### src/rtl/quad_enc_gen.sv
// ============================================================================
// quad_enc_gen -- quadrature encoder signal generator
//
// Purpose
//   Emits a two-channel (A/B) quadrature sequence on command. A command names
//   a direction, a number of quarter-phase transitions and the spacing between
//   them in clk cycles. The block keeps a signed 16-bit position that follows
//   every emitted transition. The phase is remembered between commands, so
//   consecutive commands continue the same waveform.
//
//   Optional feature (macro QUAD_BOUNCE_EN):
//     When defined, the line that just changed chatters for BOUNCE_CYC cycles
//     after each transition. The chatter is its clean value XOR bit 0 of a
//     16-bit maximal LFSR that steps every cycle. Periods are then stretched
//     to at least BOUNCE_CYC+1 cycles, so one line settles before the other
//     line moves. Without the macro the outputs are always clean, no LFSR
//     exists and the period is only clamped to a minimum of 1.
//
// Parameters
//   PW          width of the period input
//   BOUNCE_CYC  chatter window length in clk cycles (QUAD_BOUNCE_EN only)
//
// Ports
//   clk        sole clock, all logic on its rising edge
//   rst        synchronous active-high reset
//   cmd_valid  command offered
//   cmd_ready  command can be accepted (idle and not in reset)
//   cmd_dir    1 = clockwise (A leads B), 0 = counter-clockwise
//   cmd_steps  number of quarter-phase transitions to emit
//   period     clk cycles per transition, sampled on accept
//   abort      stop the running command after the current cycle
//   Aout       quadrature channel A
//   Bout       quadrature channel B
//   busy       command in progress (RUN or FIN)
//   done       one-cycle pulse when a command completes or is aborted
//   pos        signed transition count, wraps modulo 2^16
// ============================================================================
module quad_enc_gen #(
    parameter int PW         = 16,
    parameter int BOUNCE_CYC = 16
) (
    input  logic          clk,
    input  logic          rst,
    input  logic          cmd_valid,
    output logic          cmd_ready,
    input  logic          cmd_dir,
    input  logic [7:0]    cmd_steps,
    input  logic [PW-1:0] period,
    input  logic          abort,
    output logic          Aout,
    output logic          Bout,
    output logic          busy,
    output logic          done,
    output logic [15:0]   pos
);

    typedef enum logic [1:0] {
        IDLE = 2'd0,
        RUN  = 2'd1,
        FIN  = 2'd2
    } state_t;

    state_t state_reg, state_next;

    // Latched command and running counters.
    logic          dir_reg,    dir_next;
    logic [7:0]    steps_reg,  steps_next;
    logic [PW-1:0] period_reg, period_next;
    logic [PW-1:0] timer_reg,  timer_next;

    // Clean phase: bit 1 is A, bit 0 is B.
    logic [1:0]    phase_reg,  phase_next;
    logic [15:0]   pos_reg,    pos_next;

    logic          accept;
    logic          step_due;
    logic          last_step;
    logic [PW-1:0] period_eff;
    logic [1:0]    flip;
    logic [1:0]    noise;
    logic [1:0]    chan;

    assign accept    = cmd_valid && cmd_ready;
    // The timer counts down to zero. A value of 1 here means it reaches
    // zero on this edge, so the transition happens now.
    assign step_due  = (state_reg == RUN) && (timer_reg == PW'(1));
    assign last_step = step_due && (steps_reg == 8'd1);

    // One line toggles per step. Going clockwise, A moves when A==B and B
    // moves otherwise. Going counter-clockwise the roles are swapped.
    assign flip = ((phase_reg[1] == phase_reg[0]) ^ ~dir_reg) ? 2'b10 : 2'b01;

    // ------------------------------------------------------------------
    // Effective period: a zero period would never fire, so treat it as 1.
    // With chatter enabled, stretch short periods past the chatter window.
    // ------------------------------------------------------------------
`ifdef QUAD_BOUNCE_EN
    localparam logic [PW:0] MIN_P = (PW+1)'(BOUNCE_CYC + 1);
`endif

    always_comb begin
        period_eff = (period == '0) ? PW'(1) : period;
`ifdef QUAD_BOUNCE_EN
        if ({1'b0, period_eff} < MIN_P) begin
            period_eff = MIN_P[PW-1:0];
        end
`endif
    end

    // ------------------------------------------------------------------
    // FSM: state register
    // ------------------------------------------------------------------
    always_ff @(posedge clk) begin
        if (rst) begin
            state_reg <= IDLE;
        end else begin
            state_reg <= state_next;
        end
    end

    // ------------------------------------------------------------------
    // FSM: next-state logic
    // ------------------------------------------------------------------
    always_comb begin
        state_next = state_reg;
        case (state_reg)
            IDLE: begin
                if (accept) begin
                    // A zero-step command goes straight to FIN.
                    state_next = (cmd_steps == 8'd0) ? FIN : RUN;
                end
            end
            RUN: begin
                if (last_step || abort) begin
                    state_next = FIN;
                end
            end
            FIN: begin
                state_next = IDLE;
            end
            default: begin
                state_next = IDLE;
            end
        endcase
    end

    // ------------------------------------------------------------------
    // FSM: outputs. These are gated by rst so that a command cut short by
    // reset never shows done or ready during the reset cycle.
    // ------------------------------------------------------------------
    always_comb begin
        cmd_ready = 1'b0;
        busy      = 1'b0;
        done      = 1'b0;
        if (!rst) begin
            case (state_reg)
                IDLE:    cmd_ready = 1'b1;
                RUN:     busy      = 1'b1;
                FIN: begin
                    busy = 1'b1;
                    done = 1'b1;
                end
                default: cmd_ready = 1'b0;
            endcase
        end
    end

    // ------------------------------------------------------------------
    // Datapath next-state
    // ------------------------------------------------------------------
    always_comb begin
        dir_next    = dir_reg;
        steps_next  = steps_reg;
        period_next = period_reg;
        timer_next  = timer_reg;
        phase_next  = phase_reg;
        pos_next    = pos_reg;

        if (accept) begin
            dir_next    = cmd_dir;
            steps_next  = cmd_steps;
            period_next = period_eff;
            timer_next  = period_eff;
        end else if (state_reg == RUN) begin
            if (step_due) begin
                phase_next = phase_reg ^ flip;
                pos_next   = dir_reg ? (pos_reg + 16'd1) : (pos_reg - 16'd1);
                steps_next = steps_reg - 8'd1;
                timer_next = period_reg;
            end else begin
                timer_next = timer_reg - PW'(1);
            end
        end
    end

    always_ff @(posedge clk) begin
        if (rst) begin
            dir_reg    <= 1'b0;
            steps_reg  <= 8'd0;
            period_reg <= '0;
            timer_reg  <= '0;
            phase_reg  <= 2'b00;
            pos_reg    <= 16'd0;
        end else begin
            dir_reg    <= dir_next;
            steps_reg  <= steps_next;
            period_reg <= period_next;
            timer_reg  <= timer_next;
            phase_reg  <= phase_next;
            pos_reg    <= pos_next;
        end
    end

    // ------------------------------------------------------------------
    // Contact chatter on the line that just moved
    // ------------------------------------------------------------------
`ifdef QUAD_BOUNCE_EN
    localparam int BW = (BOUNCE_CYC < 1) ? 1 : $clog2(BOUNCE_CYC + 1);

    logic [15:0]   lfsr_reg,       lfsr_next;
    logic [BW-1:0] bounce_cnt_reg, bounce_cnt_next;
    logic [1:0]    bounce_ch_reg,  bounce_ch_next;

    // Fibonacci LFSR x^16 + x^14 + x^13 + x^11 + 1, shifting right.
    assign lfsr_next = {lfsr_reg[0] ^ lfsr_reg[2] ^ lfsr_reg[3] ^ lfsr_reg[5],
                        lfsr_reg[15:1]};

    always_comb begin
        bounce_cnt_next = bounce_cnt_reg;
        bounce_ch_next  = bounce_ch_reg;
        if (step_due) begin
            bounce_cnt_next = BW'(BOUNCE_CYC);
            bounce_ch_next  = flip;
        end else if (bounce_cnt_reg != '0) begin
            bounce_cnt_next = bounce_cnt_reg - BW'(1);
        end
    end

    always_ff @(posedge clk) begin
        if (rst) begin
            lfsr_reg       <= 16'hACE1;
            bounce_cnt_reg <= '0;
            bounce_ch_reg  <= 2'b00;
        end else begin
            lfsr_reg       <= lfsr_next;
            bounce_cnt_reg <= bounce_cnt_next;
            bounce_ch_reg  <= bounce_ch_next;
        end
    end

    assign noise = (bounce_cnt_reg != '0) ? (bounce_ch_reg & {2{lfsr_reg[0]}})
                                          : 2'b00;
`else
    // The clean build keeps the parameter only for interface compatibility.
    logic unused_bounce;
    assign unused_bounce = (BOUNCE_CYC != 0);
    assign noise         = 2'b00;
`endif

    // ------------------------------------------------------------------
    // Output channels: clean phase with optional chatter overlay
    // ------------------------------------------------------------------
    for (genvar gi = 0; gi < 2; gi++) begin : g_chan
        assign chan[gi] = phase_reg[gi] ^ noise[gi];
    end

    assign Aout = chan[1];
    assign Bout = chan[0];
    assign pos  = pos_reg;

endmodule

### config.mk
export PLATFORM = sky130hd
export DESIGN_NAME = quad_enc_gen
export DESIGN_NICKNAME = d
export VERILOG_FILES = /design/src/rtl/quad_enc_gen.sv
export SDC_FILE = /design/constraint.sdc
export NUM_CORES = 1
export LEC_CHECK = 0
export BUFFER_PORTS_ARGS = -buffer_cell sky130_fd_sc_hd__buf_2
export CAP_MARGIN = 20
export CELL_PAD_IN_SITES_DETAIL_PLACEMENT = 1
export CELL_PAD_IN_SITES_GLOBAL_PLACEMENT = 2
export CORE_MARGIN = 3
export CORE_UTILIZATION = 34
export CTS_CLUSTER_DIAMETER = 100
export DETAILED_ROUTE_END_ITERATION = 8
export GPL_ROUTABILITY_DRIVEN = 0
export HOLD_SLACK_MARGIN = 0.06
export PLACE_DENSITY = 0.87
export SYNTH_ARGS = -nofsm -noshare
export SYNTH_HDL_FRONTEND = slang
export SYNTH_SLANG_ARGS = --single-unit
### constraint.sdc
create_clock -name clk -period 2.82 [get_ports clk]
set_input_delay 0.282 -clock clk [delete_from_list [all_inputs] [get_ports clk]]
set_output_delay 0.282 -clock clk [all_outputs]
set_load 0.05 [all_outputs]
After elaboration in Yosys (flattened, before gate mapping)
Index checks and enable logic that the tools add are counted.
- bits in registers: 61
- bits in latches: 0
- memory bits (writable): 0
- ROM bits: 0
- input port bits: 29
- output and inout bits: 21
- word-level logic and storage cells: 54
- memories: 0
- add/subtract/negate cells: 4
- $mul: 0
- div/mod/pow operators: 0
- $lt $le $gt $ge: 0
- equal/unequal tests: 7
- shift operators: 0
- muxes and demuxes: 19
- bitwise operators: 4
- reductions and logical operators: 13
- operator list (operator ; number):
    $mux 16 ; 5
    $sub 16x1->16 const B ; 2
    $mux 8 ; 3
    $add 16x1->16 const B ; 1
    $eq 16x1->1 const B ; 1
    $logic_not 16->1 ; 1
    $eq 8x1->1 const B ; 1
    $logic_not 8->1 ; 1
    $mux 2 ; 4
    $sub 8x1->8 const B ; 1
    $mux 1 ; 6
    $pmux 2 s2 ; 1
    $reduce_and 2->1 ; 2
    $reduce_bool 2->1 ; 2
    $logic_and 1x1->1 ; 3
    $reduce_and 3->1 ; 1
    $eq 2x1->1 const B ; 1
    $eq 2x2->1 const B ; 1
    $logic_not 2->1 ; 1
    $ne 2x1->1 const B ; 1
    $ne 2x2->1 const B ; 1
    $not 1->1 ; 2
    $reduce_or 2->1 ; 1
    $xor 2x2->2 ; 1
    3 further kinds ; 3

Longest topological paths before layout
- depth in word-level cells: 6
- gate-level depth with buffers: 9
- mapped depth without buffers: 8

Least setup slack after synthesis
Ideal clock, no wire load.
- path kind: register to register
- start point: reg state_reg[0]
- end point: reg pos_reg[1] (netlist: pos[1])
- library setup time: 0.128 ns
- arrival: 2.316 ns
- required time: 2.692 ns
- slack: 0.376 ns
- cell stages (with the launch flop): 10
- buffers on the path: 1
- period minus slack after synthesis: 2.444 ns
- path through: dfxtp_1 > inv_1 > ha_1 > nor2b_1 > nand2_1 > nand3_1 > clkbuf_1 > nor2_1 > a21oi_1 > nor2_1
- word-level cells in the longest chain between the ends: 6
- elaborated cells on any way between the ends: 8
- classes of those cells: eq/ne: 1; mux: 2; bitwise: 1; reduce/logical: 4
- RTL lines (what ; RTL line ; text):
    start: declaration ; 63 ; state_t state_reg, state_next;
    start signal: assignment ; 117 ; state_reg <= state_next;
    $logic_not 2->1 ; 156 ; case (state_reg)
    $mux 1 ; 156 ;
    $mux 1 ; 155 ; if (!rst) begin
    net cmd_ready ; 45 ; output logic cmd_ready,
    $logic_and 1x1->1 ; 83 ; assign accept = cmd_valid && cmd_ready;
    $not 1->1 (no line) ; - ;
    $reduce_and 3->1 (no line) ; - ;
    end signal: assignment ; 210 ; pos_reg <= pos_next;
    end: declaration ; 73 ; logic [15:0] pos_reg, pos_next;
The timed path passes the listed nets, and every way through them passes these cells.
A chain may end at the register's enable or synchronous reset.

Final worst setup path
- start point: reg dir_reg
- end point: reg pos_reg[15] (netlist: pos[15])
- word-level cells in the longest chain between the ends: 1
- RTL lines (what ; RTL line ; text):
    start: declaration ; 66 ; logic dir_reg, dir_next;
    start signal: assignment ; 205 ; dir_reg <= dir_next;
    $mux 16 ; 187 ; pos_next = dir_reg ? (pos_reg + 16'd1) : (pos_reg - 16'd1);
No other way between the ends.

==> impl_metrics.json <==
{
  "grt_pass1_wl_um": 19000,
  "worstMarginPinSlew_ps": 688,
  "min_path_type": "in -> reg",
  "initial_core_util": 0.350,
  "synth_area_leaders": "dfxtp_1, a21oi_1, nand2_1, ha_1, nor2_1",
  "cts.sinks": 61,
  "fin_tns_setup_ps": 0,
  "power.leakage_nw": 1.82,
  "dr.pass1.iters": 4,
  "rsz0062_at_grt": "false",
  "yosysTopAreaCell": "dfxtp_1",
  "drive_gt1_frac": 0.161,
  "grt_max_degree": 61,
  "synth_edf_count": 0,
  "ir_worst_vdd_mv": 0.284,
  "track_usage": 0.188,
  "end_kind": "register",
  "hold_violations": 0,
  "ys_types": 67,
  "fin_crit_sh": 0.925,
  "rows": 38,
  "outcome": "finished clean",
  "syn-num-nets": 544,
  "numCtsBuffers": 9,
  "arrival_ps": 2860,
  "ys_warn_count": 0,
  "vias_per_cell": 5.45,
  "die_y_um": 112,
  "routed_wl_um": 11400,
  "drv_slew": 0,
  "syn-cell-area_um2": 3810,
  "final_cells": 688,
  "async_flop_share": 0,
  "coreArea_um2": 10900,
  "postCtsSetupBuffers": 0,
  "syn_to_final_growth_pct": 15.4,
  "seqCellArea_um2": 1220,
  "cp_max_fo": 8,
  "diodes": 0,
  "die_area_um2": 12500,
  "maxCapViolations": 0,
  "antenna_found_initial": 0,
  "path_clk_slew_ps": 70,
  "multi_input_area_um2": 2380,
  "vias": 3748,
  "synth_cells": 493,
  "timing.fmax_mhz": 384,
  "synth_top_area_frac": 0.320,
  "cts_tree": "done",
  "dr.first_iter.drc_count": 159,
  "setup_viol": 0,
  "detail-route-antenna-nets": 0,
  "p_per_area_nw_per_um2": 522,
  "ys_ff_latch": 61,
  "die_w_um": 112,
  "finalClockSkew_ps": 8.30,
  "synth_flop_cell": "dfxtp_1",
  "finalPower_w": 0.00230,
  "critPathLaunchType": "register",
  "post-dp-hpwl_um": 8200,
  "worst-setup-path-type": "reg -> reg",
  "syn_area_per_cell_um2": 7.73,
  "dp_cells": 673,
  "fillers": 1356,
  "clock_latency_ps": 360,
  "ctsHoldBuffers": 0,
  "wire_per_inst_um": 16.6,
  "grt_pass1_vias": 3855,
  "overflow": 0,
  "slew_headroom": 0.542,
  "crit_required_ps": 3070,
  "io_pins": 50,
  "drcViolationCount": 0,
  "cts_resized": 0,
  "ctsLongestPathBuffers": 2,
  "synth-seq-area-share": 0.320,
  "fin_nets": 595,
  "cts_root_buf": "clkbuf_8",
  "numPortBuffers": 49,
  "period_needed_ps": 2610,
  "cts_max_level": 3
}
worst paths after layout:
kind	to	startpoint	cells past startpoint	slack (ps)
setup / recovery	pos[15]	dir_reg	8	210
hold / removal	dir_reg	cmd_dir	3	150
setup reg to reg	pos[15]	dir_reg	8	210
hold reg to reg	period_reg[4]	period_reg[4]	2	460
worst max-delay path, cell delays in order, from the launching register on:
cell      delay [ps]
dfxtp_1          440
inv_1            210
ha_1             390
o211ai_1         110
o21ai_0          430
o211ai_1         190
a21oi_1          190
mux2i_1          210
mux2_1           320
kinds of logic (layout without fill, tap and decap cells):
logic type               after synthesis  count (layout)  share of synthesized area
AO/OA/AOI/OAI                        148             148                      0.247
XOR/XNOR                              17              17                     0.0391
adder cells (fa/ha/maj)               22              22                     0.0742
buffers and inverters                 42              97                     0.0555
flip-flops                            61              61                      0.320
multiplexers                           4               4                     0.0115
AND/OR/NAND/NOR                      199             199                      0.252
layout make-up:
| type | count | share of cell area |
|---|---|---|
| clock buffers | 14 | 0.0392 |
| multi-input cells | 390 | 0.541 |
| inverters | 16 | 0.0137 |
| flip-flops and latches | 61 | 0.278 |
| well taps | 140 | 0.0398 |
| clock inverters | 1 | 0.00114 |
| repair buffers | 66 | 0.0876 |
report_power, final:
group / switching (W) / internal, W
sequential: 0.0000556 / 0.000916
clock: 0.000347 / 0.000385
combinational: 0.000367 / 0.000227
total: 0.000769 / 0.00153
stage by stage:
| stage | instance area (um2) | util | worst slack (ps) | hold WS [ps] |
|---|---|---|---|---|
| after global routing | 4400 | 0.404 | 0.408 | 146 |
| after global placement | 4220 | 0.388 | 334 | 442 |
| after floorplan | 3810 | - | 376 | 390 |
| after CTS | 4400 | 0.404 | 200 | 128 |
| after detailed placement | 4220 | 0.388 | 216 | 454 |
| final | 4400 | 0.404 | 213 | 147 |
cells in the final DEF (no fill, tap or decap), types with 3 or more instances in the layout:
master | netlist | final
nand2_1 | 75 | 75
a21oi_1 | 64 | 64
dfxtp_1 | 61 | 61
buf_2 | 3 | 49
nor2_1 | 46 | 46
ha_1 | 21 | 21
o21ai_0 | 19 | 19
nor3_1 | 17 | 17
nand3_1 | 16 | 16
buf_4 | 1 | 16
inv_1 | 15 | 15
clkbuf_8 | 0 | 12
nor4_1 | 10 | 10
a211oi_1 | 10 | 10
xnor2_1 | 9 | 9
xor2_1 | 8 | 8
nor2b_1 | 6 | 6
nand2b_1 | 5 | 5
o31ai_1 | 5 | 5
o21a_1 | 4 | 4
o22ai_1 | 4 | 4
o221ai_1 | 4 | 4
a31oi_1 | 4 | 4
a21o_1 | 4 | 4
nand4_1 | 3 | 3
a311oi_1 | 3 | 3
a2bb2oi_1 | 3 | 3
and3_1 | 3 | 3
a211o_1 | 3 | 3
o211a_1 | 3 | 3
o211ai_1 | 3 | 3
synthesized netlist by cell type, drive strengths merged, types with 3 or more instances:
cell / n
nand2: 76
a21oi: 64
dfxtp: 61
nor2: 47
ha: 21
nor3: 19
o21ai: 19
nand3: 17
inv: 15
clkbuf: 14
buf: 11
nor4: 11
a211oi: 10
xnor2: 9
xor2: 8
nor2b: 6
nand2b: 5
o31ai: 5
a21o: 4
a31oi: 4
o21a: 4
o221ai: 4
o22ai: 4
a211o: 3
a2bb2oi: 3
a311oi: 3
and3: 3
mux2: 3
nand4: 3
o211a: 3
o211ai: 3
layer usage:
layer / vias to the layer above / GRT usage / share of wire
li1: 1879 / - / -
met1: 1805 / 0.232 / 0.46
met2: 58 / 0.321 / 0.49
met3: 6 / 0.0478 / 0.042
met4: 0 / 0.0584 / 0.0084
met5: - / 0 / 0
No activity file was read; power rests on OpenSTA's default activity.
